File: config.mk
export PLATFORM = sky130hd
export DESIGN_NAME = nal_stream_arbiter_flat
export DESIGN_NICKNAME = d
export VERILOG_FILES = /design/src/rtl/nal_stream_arbiter_if.sv /design/src/rtl/nal_stream_arbiter.sv /design/src/flat_wrapper.sv
export SDC_FILE = /design/constraint.sdc
export NUM_CORES = 1
export LEC_CHECK = 0
export ABC_AREA = 1
export CORE_ASPECT_RATIO = 2
export CORE_MARGIN = 10
export CORE_UTILIZATION = 40
export CTS_CLUSTER_SIZE = 16
export DETAILED_ROUTE_END_ITERATION = 10
export GPL_TIMING_DRIVEN = 0
export PLACE_DENSITY = 0.61
export SYNTH_ARGS = -nofsm -noshare
export SYNTH_HDL_FRONTEND = slang
export SYNTH_SLANG_ARGS = --single-unit
File: constraint.sdc
create_clock -name clk -period 3.2 [get_ports clk]
set_input_delay 0.48 -clock clk [delete_from_list [all_inputs] [get_ports clk]]
set_output_delay 0.48 -clock clk [all_outputs]
set_load 0.03 [all_outputs]
File: src/rtl/nal_stream_arbiter_if.sv
// Byte-stream bundle between the camera sources, the NAL arbiter and the parser input.
// The slave modport is the arbiter side; the master modport drives the sources and observes the outputs.
interface nal_stream_arbiter_if #(
    parameter int unsigned N_SRC = 4
);
    localparam int unsigned SW = $clog2(N_SRC);

    logic [N_SRC*8-1:0] src_data;
    logic [N_SRC-1:0]   src_valid;
    logic [N_SRC-1:0]   src_last;
    logic [N_SRC-1:0]   src_ready;
    logic [7:0]         out_data;
    logic               out_valid;
    logic               out_last;
    logic [SW-1:0]      out_src;
    logic               err_oversize;
    logic               err_timeout;
    logic [SW-1:0]      err_src;
    logic               busy;

    modport slave (
        input  src_data, src_valid, src_last,
        output src_ready, out_data, out_valid, out_last, out_src,
        output err_oversize, err_timeout, err_src, busy
    );

    modport master (
        output src_data, src_valid, src_last,
        input  src_ready, out_data, out_valid, out_last, out_src,
        input  err_oversize, err_timeout, err_src, busy
    );
endinterface

File: src/rtl/nal_stream_arbiter.sv
// Round-robin arbiter that grants a NAL parser input to one camera for a whole NAL unit,
// with a per-unit length limit and a stall watchdog.
module nal_stream_arbiter #(
    parameter int unsigned N_SRC         = 4,
    parameter int unsigned MAX_NAL_BYTES = 384,
    parameter int unsigned TIMEOUT       = 1024
) (
    input logic             clk,
    input logic             reset_n,
    nal_stream_arbiter_if.slave bus
);
    localparam int unsigned SW = $clog2(N_SRC);
    localparam int unsigned BW = $clog2(MAX_NAL_BYTES + 1);
    localparam int unsigned TW = $clog2(TIMEOUT + 1);

    typedef enum logic [1:0] {StArb, StStream, StDrain} state_e;

    state_e        state_q, state_d;
    logic [SW-1:0] grant_q, grant_d, rr_ptr_q, rr_ptr_d, grant_next;
    logic [BW-1:0] byte_cnt_q, byte_cnt_d;
    logic [TW-1:0] stall_cnt_q, stall_cnt_d;
    logic [7:0]    out_data_q, out_data_d;
    logic          out_valid_q, out_valid_d, out_last_q, out_last_d;
    logic [SW-1:0] out_src_q, out_src_d, err_src_q, err_src_d;
    logic          err_oversize_q, err_oversize_d, err_timeout_q, err_timeout_d;

    logic [N_SRC-1:0] ready;
    logic             hs, hs_last;
    logic [7:0]       hs_data;
    logic             found;
    logic [SW-1:0]    pick;
    int unsigned      idx;

    assign grant_next = (grant_q == SW'(N_SRC - 1)) ? '0 : grant_q + SW'(1);

    // Ready depends on registered state only, never on src_valid.
    always_comb begin
        ready = '0;
        if (state_q != StArb) ready[grant_q] = 1'b1;
    end

    assign hs      = (state_q != StArb) && bus.src_valid[grant_q];
    assign hs_last = bus.src_last[grant_q];
    assign hs_data = bus.src_data[8*grant_q +: 8];

    // First valid source at or after rr_ptr, wrapping.
    always_comb begin
        found = 1'b0;
        pick  = rr_ptr_q;
        idx   = 0;
        for (int unsigned k = 0; k < N_SRC; k++) begin
            idx = (32'(rr_ptr_q) + k) % N_SRC;
            if (!found && bus.src_valid[idx]) begin
                found = 1'b1;
                pick  = SW'(idx);
            end
        end
    end

    always_comb begin
        state_d        = state_q;
        grant_d        = grant_q;
        rr_ptr_d       = rr_ptr_q;
        byte_cnt_d     = byte_cnt_q;
        stall_cnt_d    = stall_cnt_q;
        out_data_d     = out_data_q;
        out_valid_d    = 1'b0;
        out_last_d     = 1'b0;
        out_src_d      = out_src_q;
        err_oversize_d = 1'b0;
        err_timeout_d  = 1'b0;
        err_src_d      = err_src_q;
        case (state_q)
            StArb: begin
                if (found) begin
                    grant_d     = pick;
                    byte_cnt_d  = '0;
                    stall_cnt_d = '0;
                    state_d     = StStream;
                end
            end
            StStream, StDrain: begin
                if (hs) begin
                    stall_cnt_d = '0;
                    if (state_q == StDrain) begin
                        if (hs_last) begin
                            rr_ptr_d = grant_next;
                            state_d  = StArb;
                        end
                    end else if (byte_cnt_q == BW'(MAX_NAL_BYTES)) begin
                        // Byte MAX+1 is swallowed; the rest of the unit is drained.
                        err_oversize_d = 1'b1;
                        err_src_d      = grant_q;
                        if (hs_last) begin
                            rr_ptr_d = grant_next;
                            state_d  = StArb;
                        end else begin
                            state_d = StDrain;
                        end
                    end else begin
                        out_valid_d = 1'b1;
                        out_data_d  = hs_data;
                        out_last_d  = hs_last;
                        out_src_d   = grant_q;
                        byte_cnt_d  = byte_cnt_q + BW'(1);
                        if (hs_last) begin
                            rr_ptr_d = grant_next;
                            state_d  = StArb;
                        end
                    end
                end else if (stall_cnt_q == TW'(TIMEOUT - 1)) begin
                    err_timeout_d = 1'b1;
                    err_src_d     = grant_q;
                    rr_ptr_d      = grant_next;
                    state_d       = StArb;
                end else begin
                    stall_cnt_d = stall_cnt_q + TW'(1);
                end
            end
            default: state_d = StArb;
        endcase
    end

    always_ff @(posedge clk or negedge reset_n) begin
        if (!reset_n) begin
            state_q        <= StArb;
            grant_q        <= '0;
            rr_ptr_q       <= '0;
            byte_cnt_q     <= '0;
            stall_cnt_q    <= '0;
            out_data_q     <= '0;
            out_valid_q    <= 1'b0;
            out_last_q     <= 1'b0;
            out_src_q      <= '0;
            err_oversize_q <= 1'b0;
            err_timeout_q  <= 1'b0;
            err_src_q      <= '0;
        end else begin
            state_q        <= state_d;
            grant_q        <= grant_d;
            rr_ptr_q       <= rr_ptr_d;
            byte_cnt_q     <= byte_cnt_d;
            stall_cnt_q    <= stall_cnt_d;
            out_data_q     <= out_data_d;
            out_valid_q    <= out_valid_d;
            out_last_q     <= out_last_d;
            out_src_q      <= out_src_d;
            err_oversize_q <= err_oversize_d;
            err_timeout_q  <= err_timeout_d;
            err_src_q      <= err_src_d;
        end
    end

    assign bus.src_ready    = ready;
    assign bus.out_data     = out_data_q;
    assign bus.out_valid    = out_valid_q;
    assign bus.out_last     = out_last_q;
    assign bus.out_src      = out_src_q;
    assign bus.err_oversize = err_oversize_q;
    assign bus.err_timeout  = err_timeout_q;
    assign bus.err_src      = err_src_q;
    assign bus.busy         = (state_q != StArb);
endmodule

File: src/flat_wrapper.sv
// flat-port wrapper written by rule: the top's interface ports become plain ports
module nal_stream_arbiter_flat 
#(
    parameter int unsigned N_SRC         = 4,
    parameter int unsigned MAX_NAL_BYTES = 384,
    parameter int unsigned TIMEOUT       = 1024
)
  (clk, reset_n, bus_src_data, bus_src_valid, bus_src_last, bus_src_ready, bus_out_data, bus_out_valid, bus_out_last, bus_out_src, bus_err_oversize, bus_err_timeout, bus_err_src, bus_busy);
  nal_stream_arbiter_if #(.N_SRC(N_SRC)) bus_i ();
  input logic clk;
  input logic reset_n;
  input wire logic [$bits(bus_i.src_data)-1:0] bus_src_data;
  input wire logic [$bits(bus_i.src_valid)-1:0] bus_src_valid;
  input wire logic [$bits(bus_i.src_last)-1:0] bus_src_last;
  output wire logic [$bits(bus_i.src_ready)-1:0] bus_src_ready;
  output wire logic [$bits(bus_i.out_data)-1:0] bus_out_data;
  output wire logic [$bits(bus_i.out_valid)-1:0] bus_out_valid;
  output wire logic [$bits(bus_i.out_last)-1:0] bus_out_last;
  output wire logic [$bits(bus_i.out_src)-1:0] bus_out_src;
  output wire logic [$bits(bus_i.err_oversize)-1:0] bus_err_oversize;
  output wire logic [$bits(bus_i.err_timeout)-1:0] bus_err_timeout;
  output wire logic [$bits(bus_i.err_src)-1:0] bus_err_src;
  output wire logic [$bits(bus_i.busy)-1:0] bus_busy;
  assign bus_i.src_data = bus_src_data;
  assign bus_i.src_valid = bus_src_valid;
  assign bus_i.src_last = bus_src_last;
  assign bus_src_ready = bus_i.src_ready;
  assign bus_out_data = bus_i.out_data;
  assign bus_out_valid = bus_i.out_valid;
  assign bus_out_last = bus_i.out_last;
  assign bus_out_src = bus_i.out_src;
  assign bus_err_oversize = bus_i.err_oversize;
  assign bus_err_timeout = bus_i.err_timeout;
  assign bus_err_src = bus_i.err_src;
  assign bus_busy = bus_i.busy;
  nal_stream_arbiter #(.N_SRC(N_SRC), .MAX_NAL_BYTES(MAX_NAL_BYTES), .TIMEOUT(TIMEOUT)) u_core (.clk(clk), .reset_n(reset_n), .bus(bus_i));
endmodule
==> flow_summary_export.csv <==
group,metric,value,unit
clock_network,cts_tree,"built",
sta,finalHoldViolCount,0,
clock_network,root_buffer,"clkbuf_16",
floorplanning,die_area,0.0115,mm^2
route,first_pass_iters,4,
finish,syn_to_final_growth,30.1,%
critical_path,required,2.72,ns
finish,nets,546,
critical_path,regToRegSetupSlack,1.08,ns
route,viasPerCell,5.07,
logic_synthesis,synth.area.top_cells,"dfrtp_1 35%, nand2_1 18%, nor2_1 6.6%",
finish,multi_input_area,0.00168,mm^2
critical_path,crit_path_start_kind,"register",
global_routing,gr-total-overflow,0,
power_and_ir_drop,power_density,867,mW/mm^2
logic_synthesis,postSynthNetCount,477,
global_routing,grt_usage,15.0,%
critical_path,crit_path_end_kind,"output port",
hold_path,min_path_type,"primary input to async pin",
critical_path,cp_max_fo,11,
critical_path,arrival,2.32,ns
critical_path,worstSetupPathType,"register to output port",
clock_network,holdBufCountCts,0,
finish,drive_gt1_share,11.5,%
sta,holdWs,0.0556,ns
floorplanning,initial_utilization,41.2,%
logic_synthesis,yosysTopAreaCell,"dfrtp_1",
floorplanning,coreArea,0.00727,mm^2
clock_network,postCtsSetupBuffers,0,
logic_synthesis,synthTopCellsByCount,"140 x nand2_1, 53 x nor2_1, 42 x dfrtp_1, 31 x inv_1, 27 x nand3_1",
logic_synthesis,synth.most_common_cell,"nand2_1",
logic_synthesis,seq_area_frac_synth,35.1,%
placed_design,post-dp-hpwl,6700,um
logic_synthesis,synthArstFlopShare,100,%
outcome,status,"finished, final reports clean",
logic_synthesis,synth_warnings,0,
clock_network,clkSinkCount,42,
sta,tns,0,ns
clock_network,cts_max_path_buffers,2,
floorplanning,rows,44,
power_and_ir_drop,vdd_drop_max,0.484,mV
finish,diodes,0,
clock_network,clk_latency,0.29,ns
finish,regArea,0.00105,mm^2
route,wire_per_inst,14.4,um
sta,setup_viol_count_final,0,
logic_synthesis,syn_area,0.00299,mm^2
clock_network,path_clk_slew,0.06,ns
floorplanning,die_h,142,um
floorplanning,ioPinCount,63,
clock_network,cts_buffers,5,
global_routing,grt_pass1_vias,2980,
logic_synthesis,synth-edff-count,0,
critical_path,crit_start,"u_core.grant_q[1]",
global_routing,grt_pass1_wl,13700,um
logic_synthesis,syn-instance-count,425,
logic_synthesis,postSynthAreaPerCell,7.04,um^2
sta,fin_crit,2.80,ns
sta,tightest_slew,0.564,ns
route,drt_iter0_drc,138,
logic_synthesis,synth_flop_cell,"dfrtp_1",
logic_synthesis,synth_top_area_share,35.1,%
sta,fmax,357,MHz
sta,grt_setup_unrepaired,"false",
route,ant_nets,0,
sta,drv_slew,0,
floorplanning,fp.dieW,81.2,um
sta,skew,0.00401,ns
job,max_cap_violations,0,
global_routing,grt_max_degree,34,
power_and_ir_drop,p_leak,1.86,nW
route,drc,0,
sta,relSlewSlack,62.4,%
clock_network,htreeDepth,2,
route,vias,2977,
sta,finalCritPeriodShare,87.5,%
critical_path,r2r_start,"u_core.state_q[1]",
global_routing,antenna_found_initial,0,
placed_design,port_buffers,62,
placed_design,place.gp.congestion,0.795,
logic_synthesis,yosysUniqueCellTypes,37,
logic_synthesis,ys_ff_latch,42,
route,wirelength,8430,um
finish,fillers,787,
[what timing repair did]
item / CTS / global route
resized for setup: 1 / 0
pin swaps: 0 / 0
endpoints found under the setup margin: 2 / 2
[metrics by stage]
step / setup slack, ns / utilization (%) / instance area (um^2) / total power, W / std cells
2_1_floorplan: 1.05 / - / 2990 / 0.00223 / 425
3_3_place_gp: 0.236 / 51.3 / 3730 / 0.00284 / 579
4_1_cts: 0.112 / 53.6 / 3890 / 0.00341 / 588
3_5_place_dp: 0.252 / 51.5 / 3740 / 0.00287 / 580
5_1_grt: 0.232 / 53.5 / 3890 / 0.00365 / 587
6_report: 0.401 / 53.5 / 3890 / 0.00337 / 587
[cells by family (layout without fill, tap and decap cells)]
logic type / after synthesis / in the layout / synth area share [%]
AOI/OAI and AO/OA: 61 / 61 / 12.5
xor gates and xnor gates: 9 / 9 / 2.64
adders and majority gates: 10 / 10 / 4.18
buffers and inverters: 54 / 124 / 8.78
DFF: 42 / 42 / 35.1
and+or+nand+nor: 249 / 249 / 36.8
[worst max-delay path, cell delays in order, from the launching register on]
cell	delay, ns
dfrtp_1	0.43
inv_1	0.13
clkbuf_1	0.42
ha_1	0.24
inv_1	0.04
nor2_1	0.08
clkdlybuf4s50_1	0.68
[final timing paths]
path | to | depth (start not counted)
max in group asynchronous | u_core.byte_cnt_q[8] | 2
hold reg to reg | u_core.bus.out_data[7] | 2
hold / removal | u_core.stall_cnt_q[6] | 1
setup / recovery | bus_src_ready[0] | 6
setup reg to reg | u_core.byte_cnt_q[4] | 11
min in group clk | u_core.bus.out_data[7] | 2
[power breakdown]
part | leakage, nW | switching [W] | internal (W)
registers | 0.551 | 0.000114 | 0.000673
logic | 1.23 | 0.00131 | 0.000744
clock network | 0.0729 | 0.000227 | 0.000310
[layout by cell type (no fill, tap or decap), types with 2 or more instances in the layout]
master	n
dfrtp_1	42
nand2_1	140
clkbuf_1	4
inv_1	31
a21oi_1	4
xor2_1	8
nor2_2	3
buf_2	5
nand2_4	4
o21ai_1	8
a31oi_1	2
o22ai_1	7
a31o_2	2
inv_2	5
nand3b_1	2
o21ai_0	24
nand3_1	27
ha_1	10
nor3_1	2
nor2_1	53
clkbuf_16	5
clkdlybuf4s50_1	61
buf_6	5
o21ai_2	11
nand4_1	8
or2_2	2
nand2_2	3
[layout make-up]
type | count | share of cell area (%)
Tap cell | 92 | 2.96
Sequential cell | 42 | 27.0
Inverter | 37 | 3.63
Buffer | 16 | 3.05
Clock buffer | 6 | 3.57
Multi-Input combinational cell | 329 | 43.1
Clock inverter | 2 | 0.322
Timing Repair Buffer | 63 | 16.3
[flip-flops by register name (all words and copies together), names as in the netlist, 2 cells and up]
name	cells
u_core.stall_cnt_q	11
u_core.byte_cnt_q	9
u_core.bus.out_data	8
u_core.bus.err_src	2
u_core.bus.out_src	2
u_core.grant_q	2
u_core.rr_ptr_q	2
u_core.state_q	2
[layer usage]
metal	GRT usage, %	wire length [um]	up-vias
met2	28.5	4760	65
met1	14.5	3100	1401
met3	2.97	346	14
met4	7.33	227	0
met5	0	0	-
li1	-	-	1497
No activity file was read; power rests on OpenSTA's default activity.
